File: src/rtl/video_in_frame_writer.sv
// Video-in frame writer: streams 32-bit FIFO words into a frame buffer via locked
// Wishbone write bursts. Optional macro VIDEO_IN_DOUBLE_BUF_EN accepts addresses in any state.
module video_in_frame_writer #(
    parameter int unsigned P_WIDTH      = 640,
    parameter int unsigned P_HEIGHT     = 480,
    parameter int unsigned P_BURST      = 16,
    parameter int unsigned P_IRQ_CYCLES = 3
) (
    input  logic        clk,
    input  logic        nRST,
    input  logic [31:0] addr_data,
    input  logic        addr_valid,
    input  logic [31:0] fifo_data,
    input  logic        pack_available,
    output logic        fifo_rd,
    output logic        interrupt,
    output logic        err,
    output logic        p_wb_CYC_O,
    output logic        p_wb_STB_O,
    output logic        p_wb_LOCK_O,
    output logic        p_wb_WE_O,
    output logic [3:0]  p_wb_SEL_O,
    output logic [31:0] p_wb_ADR_O,
    output logic [31:0] p_wb_DAT_O,
    input  logic        p_wb_ACK_I,
    input  logic        p_wb_ERR_I
);
    localparam logic [31:0]    FRAME_WORDS = 32'(P_WIDTH * P_HEIGHT / 4);
    localparam int unsigned    BCW         = $clog2(P_BURST + 1);
    localparam int unsigned    ICW         = $clog2(P_IRQ_CYCLES + 1);
    localparam logic [BCW-1:0] BURST_LAST  = BCW'(P_BURST - 1);
    localparam logic [ICW-1:0] IRQ_LEN     = ICW'(P_IRQ_CYCLES);

    typedef enum logic [1:0] {IDLE, WAIT_PACK, BURST} state_t;

    state_t          state;
    logic            wb_act;
    logic            pend_valid;
    logic [31:0]     pend_addr;
    logic [31:0]     base;
    logic [31:0]     word_offset;
    logic [BCW-1:0]  burst_cnt;
    logic [ICW-1:0]  irq_cnt;

    logic            addr_accept;
    logic            ack_ok;
    logic            bus_err;
    logic            frame_done;

`ifdef VIDEO_IN_DOUBLE_BUF_EN
    assign addr_accept = addr_valid;
`else
    assign addr_accept = addr_valid && (state == IDLE);
`endif

    // ERR wins over a simultaneous ACK, so such a beat never pops the FIFO.
    assign ack_ok     = wb_act & p_wb_ACK_I & ~p_wb_ERR_I;
    assign bus_err    = wb_act & p_wb_ERR_I;
    assign frame_done = ack_ok && (word_offset == FRAME_WORDS - 32'd1);

    assign fifo_rd     = ack_ok;
    assign interrupt   = (irq_cnt != '0);
    assign p_wb_CYC_O  = wb_act;
    assign p_wb_STB_O  = wb_act;
    assign p_wb_LOCK_O = wb_act;
    assign p_wb_WE_O   = wb_act;
    assign p_wb_SEL_O  = 4'hF;
    assign p_wb_ADR_O  = base + {word_offset[29:0], 2'b00};
    assign p_wb_DAT_O  = fifo_data;

    always_ff @(posedge clk or negedge nRST) begin
        if (!nRST) begin
            state       <= IDLE;
            wb_act      <= 1'b0;
            pend_valid  <= 1'b0;
            pend_addr   <= 32'd0;
            base        <= 32'd0;
            word_offset <= 32'd0;
            burst_cnt   <= '0;
            irq_cnt     <= '0;
            err         <= 1'b0;
        end else begin
            if (state == IDLE && pend_valid) begin
                pend_valid <= 1'b0;
            end
            // A new strobe overrides the consume above so it is never lost.
            if (addr_accept) begin
                pend_valid <= 1'b1;
                pend_addr  <= addr_data;
                err        <= 1'b0;
            end

            if (frame_done) begin
                irq_cnt <= IRQ_LEN;
            end else if (irq_cnt != '0) begin
                irq_cnt <= irq_cnt - ICW'(1);
            end

            case (state)
                IDLE: begin
                    if (pend_valid) begin
                        state       <= WAIT_PACK;
                        base        <= pend_addr;
                        word_offset <= 32'd0;
                    end
                end
                WAIT_PACK: begin
                    if (pack_available) begin
                        state     <= BURST;
                        wb_act    <= 1'b1;
                        burst_cnt <= '0;
                    end
                end
                BURST: begin
                    if (bus_err) begin
                        state  <= IDLE;
                        wb_act <= 1'b0;
                        err    <= 1'b1;
                    end else if (ack_ok) begin
                        word_offset <= word_offset + 32'd1;
                        burst_cnt   <= burst_cnt + BCW'(1);
                        if (frame_done) begin
                            state  <= IDLE;
                            wb_act <= 1'b0;
                        end else if (burst_cnt == BURST_LAST) begin
                            state  <= WAIT_PACK;
                            wb_act <= 1'b0;
                        end
                    end
                end
                default: begin
                    state  <= IDLE;
                    wb_act <= 1'b0;
                end
            endcase
        end
    end

endmodule
File: config.mk
export PLATFORM = sky130hd
export DESIGN_NAME = video_in_frame_writer
export DESIGN_NICKNAME = d
export VERILOG_FILES = /design/src/rtl/video_in_frame_writer.sv
export SDC_FILE = /design/constraint.sdc
export NUM_CORES = 1
export LEC_CHECK = 0
export ABC_AREA = 1
export ABC_CLOCK_PERIOD_IN_PS = 1900
export BUFFER_PORTS_ARGS = -buffer_cell sky130_fd_sc_hd__buf_4
export CORE_ASPECT_RATIO = 1.4
export CORE_MARGIN = 2
export CORE_UTILIZATION = 45
export DETAILED_ROUTE_END_ITERATION = 6
export GPL_TIMING_DRIVEN = 0
export PLACE_DENSITY = 0.68
export SYNTH_ARGS = -nofsm -noshare
export SYNTH_HDL_FRONTEND = slang
export SYNTH_SLANG_ARGS = --single-unit
File: constraint.sdc
create_clock -name clk -period 1.9 [get_ports clk]
set_input_delay 0.19 -clock clk [delete_from_list [all_inputs] [get_ports clk]]
set_output_delay 0.19 -clock clk [all_outputs]
set_load 0.02 [all_outputs]
* Word-level counts from Yosys, hierarchy flattened *
Cells that the tools add are included.

cells by class
  add/sub/neg operators = 4
  multiply operators = 0
  div/mod/pow operators = 0
  magnitude comparators = 0
  equality and inequality tests = 10
  shifts and indexed selects = 0
  mux-type cells = 28
  bitwise operators = 5
  reduce and logical (&&, ||, !) cells = 14

operators by type and width
  operator                 number
  $mux W32                 3
  $pmux W32 S2             1
  $add A32 B1 Y32 const B  1
  $add A32 B32 Y32         1
  $eq A32 B17 Y1 const B   1
  $mux W2                  8
  $reduce_and A4 Y1        4
  $mux W5                  3
  $mux W1                  10
  $pmux W5 S2              1
  $reduce_bool A2 Y1       5
  $ne A2 B2 Y1 const B     4
  $pmux W2 S3              1
  $add A5 B1 Y5 const B    1
  $eq A5 B4 Y1 const B     1
  $ne A4 B4 Y1 const B     1
  $and A1 B1 Y1            3
  $logic_and A1 B1 Y1      3
  $ne A3 B3 Y1 const B     1
  $pmux W1 S3              1
  $eq A2 B1 Y1 const B     1
  $eq A2 B2 Y1 const B     1
  $logic_not A2 Y1         1
  $not A1 Y1               2
  other kinds (2)          2

storage, ports and cells
  bits in registers = 108
  latch bits = 0
  memory bits (writable) = 0
  memory bits (read-only) = 0
  bits of input ports = 70
  word-level logic and storage cells = 70
  memories = 0

* Logic depth before layout (Yosys ltp) *
  word-level depth = 7
  mapped depth = 14

* Least setup slack after synthesis *
Ideal clock, no wire load.

  path kind = flip-flop to output port
  from = reg word_offset[0]
  to = out p_wb_ADR_O[14]
  arrival time = 1.867 ns
  setup slack = -0.157 ns
  cell stages (with the launch flop) = 12
  buffers on the path = 0
  path through = dfrtp_1 > ha_1 > inv_1 > fa_1 > inv_1 > nand3_1 > nand3_1 > nand2_1 > nand2_1 > nand2_1 > nand2_1 > xor2_1

on the way
  word-level cells in the longest chain between the ends = 1

ends and longest elaborated chain
  item                    line  source
  start, declared         41    logic [31:0] word_offset;
  start signal, assigned  120   word_offset <= word_offset + 32'd1;
  $add A32 B32 Y32        68    assign p_wb_ADR_O = base + {word_offset[29:0], 2'b00};
  end, declared           23    output logic [31:0] p_wb_ADR_O,

No other way between the ends.

* Worst setup path after layout *
  from = reg word_offset[0]
  to = out p_wb_ADR_O[16]

Same word-level chain as after synthesis.

==> metrics.txt <==
Tmin final 2530 ps; via count 7850; largest net degree at the start of global routing 109; GRT met2 Usage 46.5%; root buf cell clkbuf_16; setup slack after layout -626 ps; CP Data Arrival Time 2340 ps; sequential fraction of the synthesis area 36.1%; Worst Setup SP word_offset[0]; Max clock buf depth 2; critical path type reg2out; status finished with violations; layout cell share with drive strength beyond 1 34.8%; Netlist cell types 41; Num CTS Buffers 9; clk_skew 6.72 ps; RSZ-0062 raised after global routing true; final worst path period share 133%; CTS clk-pin slew, worst paths 80 ps; Hold Violations, Final 0; Tightest Pin Transition 619 ps; Initial DRT Pass Iterations 7; FF-to-FF Start word_offset[1]; WP data required 1710 ps; Max Slew Vio Count 0; dpl cells 1423; Worst Hold Slack 63.5 ps; area delta synth->final 41.6%; DRT antenna net count 0; die width 113 µm; M3 GR Usage 3.02%; worst hold path class in2reg; chip height 157 µm; DRC Markers 6; Critical Path Sink Type primary output; final WL 23.8 mm; Placement Setup Slack -501 ps; setup TNS -12980 ps; H-tree depth 3; critical path peak fanout 3; I/O Pins 145; Synth area leader dfrtp_1; CP Capture Point p_wb_ADR_O[16]; die area 0.0177 mm²; GRT overflow 0; vias in the first global route 7430; mapped cell area 0.00748 mm²; Max-cap violations 0; initial antenna violation count 0; Starting Density 46.0%; clk_lat worst skew 360 ps; flops & latches, synth 108; FMAX 396 MHz; Most used DFF post-synth dfrtp_1; DP HPWL 16.6 mm; leakage power 5.35 nW; routed len/inst 15.8 µm; worst reg2reg path depth 8; Post-Layout Cell Count 1508; CP startpoint kind flop; Reg-to-Reg End word_offset[14]; CTS tree built; Post-synth EDFFs 0; clock sinks 108; first-pass GRT wire length 35.8 mm; layer with the highest usage met2; Vias/cell 5.21; Synthesis Warnings 0; Synth top area share 36.1%; FF-to-FF setup slack 30 ps; Layout Nets 1408; grt met1 use 30.5%; Filler cells 1347; power density over cell area 1360 mW/mm²; final setup vio count 28; DRT iter0 DRCs 398; overall power 14.4 mW; Syn Inst Count 1113; top area cells in the synthesized netlist dfrtp_1, nand2_1, inv_1; Core ar. 0.0162 mm²; IO buf count 108; Slew HR 58.7%; Synth Area per Inst 6.72 µm²; Std-Cell Rows 55; failing checks DRC, setup timing; Post-synth ARST share 100%; Worst IR Drop VDD 1.04 mV; GRT Resource Usage Total 25.8%; Diodes inserted 0; GPL Wtd Cong 0.915
-- cell type report --
class | instances | area, µm² | area share, %
Sequential cell | 108 | 2740 | 25.8
Clock inverter | 6 | 58.8 | 0.555
Multi-Input combinational cell | 785 | 4810 | 45.4
Buffer | 60 | 390 | 3.69
Timing Repair Buffer | 177 | 1490 | 14.1
Tap cell | 199 | 249 | 2.35
Clock buffer | 10 | 239 | 2.26
Inverter | 163 | 612 | 5.78
-- where the power goes --
group          internal, mW  switching (mW)  leakage [nW]  total [mW]
clock                 0.956           0.964         0.148        1.92
combinational          3.73            4.91          3.91        8.64
sequential             3.10           0.746          1.28        3.85
total                  7.78            6.62          5.35        14.4
-- cell usage in the layout, fill, tap and decap left out, drive strengths merged, types with 14 or more instances in the layout --
master	count
o21ai	55
nand4	14
nor2	148
clkbuf	19
inv	165
nand2	344
dfrtp	108
nand3	57
ha	33
buf	227
a21oi	66
-- layer usage --
| layer | routed length, µm | share of wire [%] |
|---|---|---|
| met1 | 9330 | 39 |
| met2 | 11900 | 50 |
| met3 | 1240 | 5.2 |
| met4 | 1340 | 5.6 |
| met5 | 0 | 0 |
-- flip-flops by register name (all words and copies together), names as in the netlist --
register / flops
base: 32
pend_addr: 32
word_offset: 32
burst_cnt: 5
irq_cnt: 2
state: 2
err: 1
p_wb_CYC_O: 1
pend_valid: 1
-- what timing repair did --
| item | 4_1_cts | 5_1_grt |
|---|---|---|
| hold endpoints to repair | 0 | 21 |
| gates resized for setup | 194 | 82 |
| pin swaps | 55 | 58 |
| hold buffers | 0 | 1 |
| setup buffers | 47 | 21 |
| setup endpoints to repair | 32 | 46 |
-- cells in the mapped netlist, types with 4 or more instances --
cell,count
a21oi_1,66
and2_1,4
buf_2,6
buf_4,42
clkbuf_1,9
dfrtp_1,108
ha_1,33
inv_1,160
nand2_1,339
nand2_2,4
nand3_1,57
nand3b_1,5
nand4_1,14
nor2_1,139
nor2_2,7
nor3_1,11
o21ai_0,54
o21bai_1,9
xnor2_1,4
xor2_1,12
-- stage by stage --
step | util [%] | instance area, µm²
floorplan | - | 7520
global placement | 52.8 | 8580
detailed placement | 52.8 | 8580
CTS | 62.1 | 10100
global route | 65.2 | 10600
finish | 65.2 | 10600
-- cells by family (layout without fill, tap and decap cells) --
| kind of cell | count (synthesis) | count (layout) | synth area share (%) |
|---|---|---|---|
| AOI/OAI and AO/OA | 141 | 141 | 10.1 |
| xor gates and xnor gates | 16 | 16 | 1.87 |
| adders and majority gates | 34 | 34 | 5.79 |
| buffers and inverters | 223 | 416 | 13.4 |
| DFF | 108 | 108 | 36.1 |
| muxes | 2 | 2 | 0.284 |
| other | 1 | 4 | 0.0501 |
| and+or+nand+nor | 588 | 588 | 32.4 |
-- how the worst min path moves through the flow --
| stage | startpoint | end | slack, ps | depth (start not counted) |
|---|---|---|---|---|
| 2_1_floorplan | nRST | base[0] | -110 | 0 |
| 3_3_place_gp | addr_data[31] | pend_addr[31] | 430 | 2 |
| 4_1_cts | addr_data[31] | pend_addr[31] | 50 | 2 |
| 3_5_place_dp | addr_data[31] | pend_addr[31] | 430 | 2 |
| 6_report | addr_data[31] | pend_addr[31] | 60 | 2 |
| 5_1_grt | addr_data[31] | pend_addr[31] | 70 | 2 |
-- worst max-delay path, stage by stage, from the launching register on --
cell	delay (ps)
dfrtp_2	470
ha_4	190
inv_2	50
fa_2	210
inv_2	50
buf_6	120
buf_4	130
a21oi_4	220
nor2_1	70
nor2_1	130
xnor2_1	150
buf_4	180
Note: power is estimated with default switching activity, not from simulation.
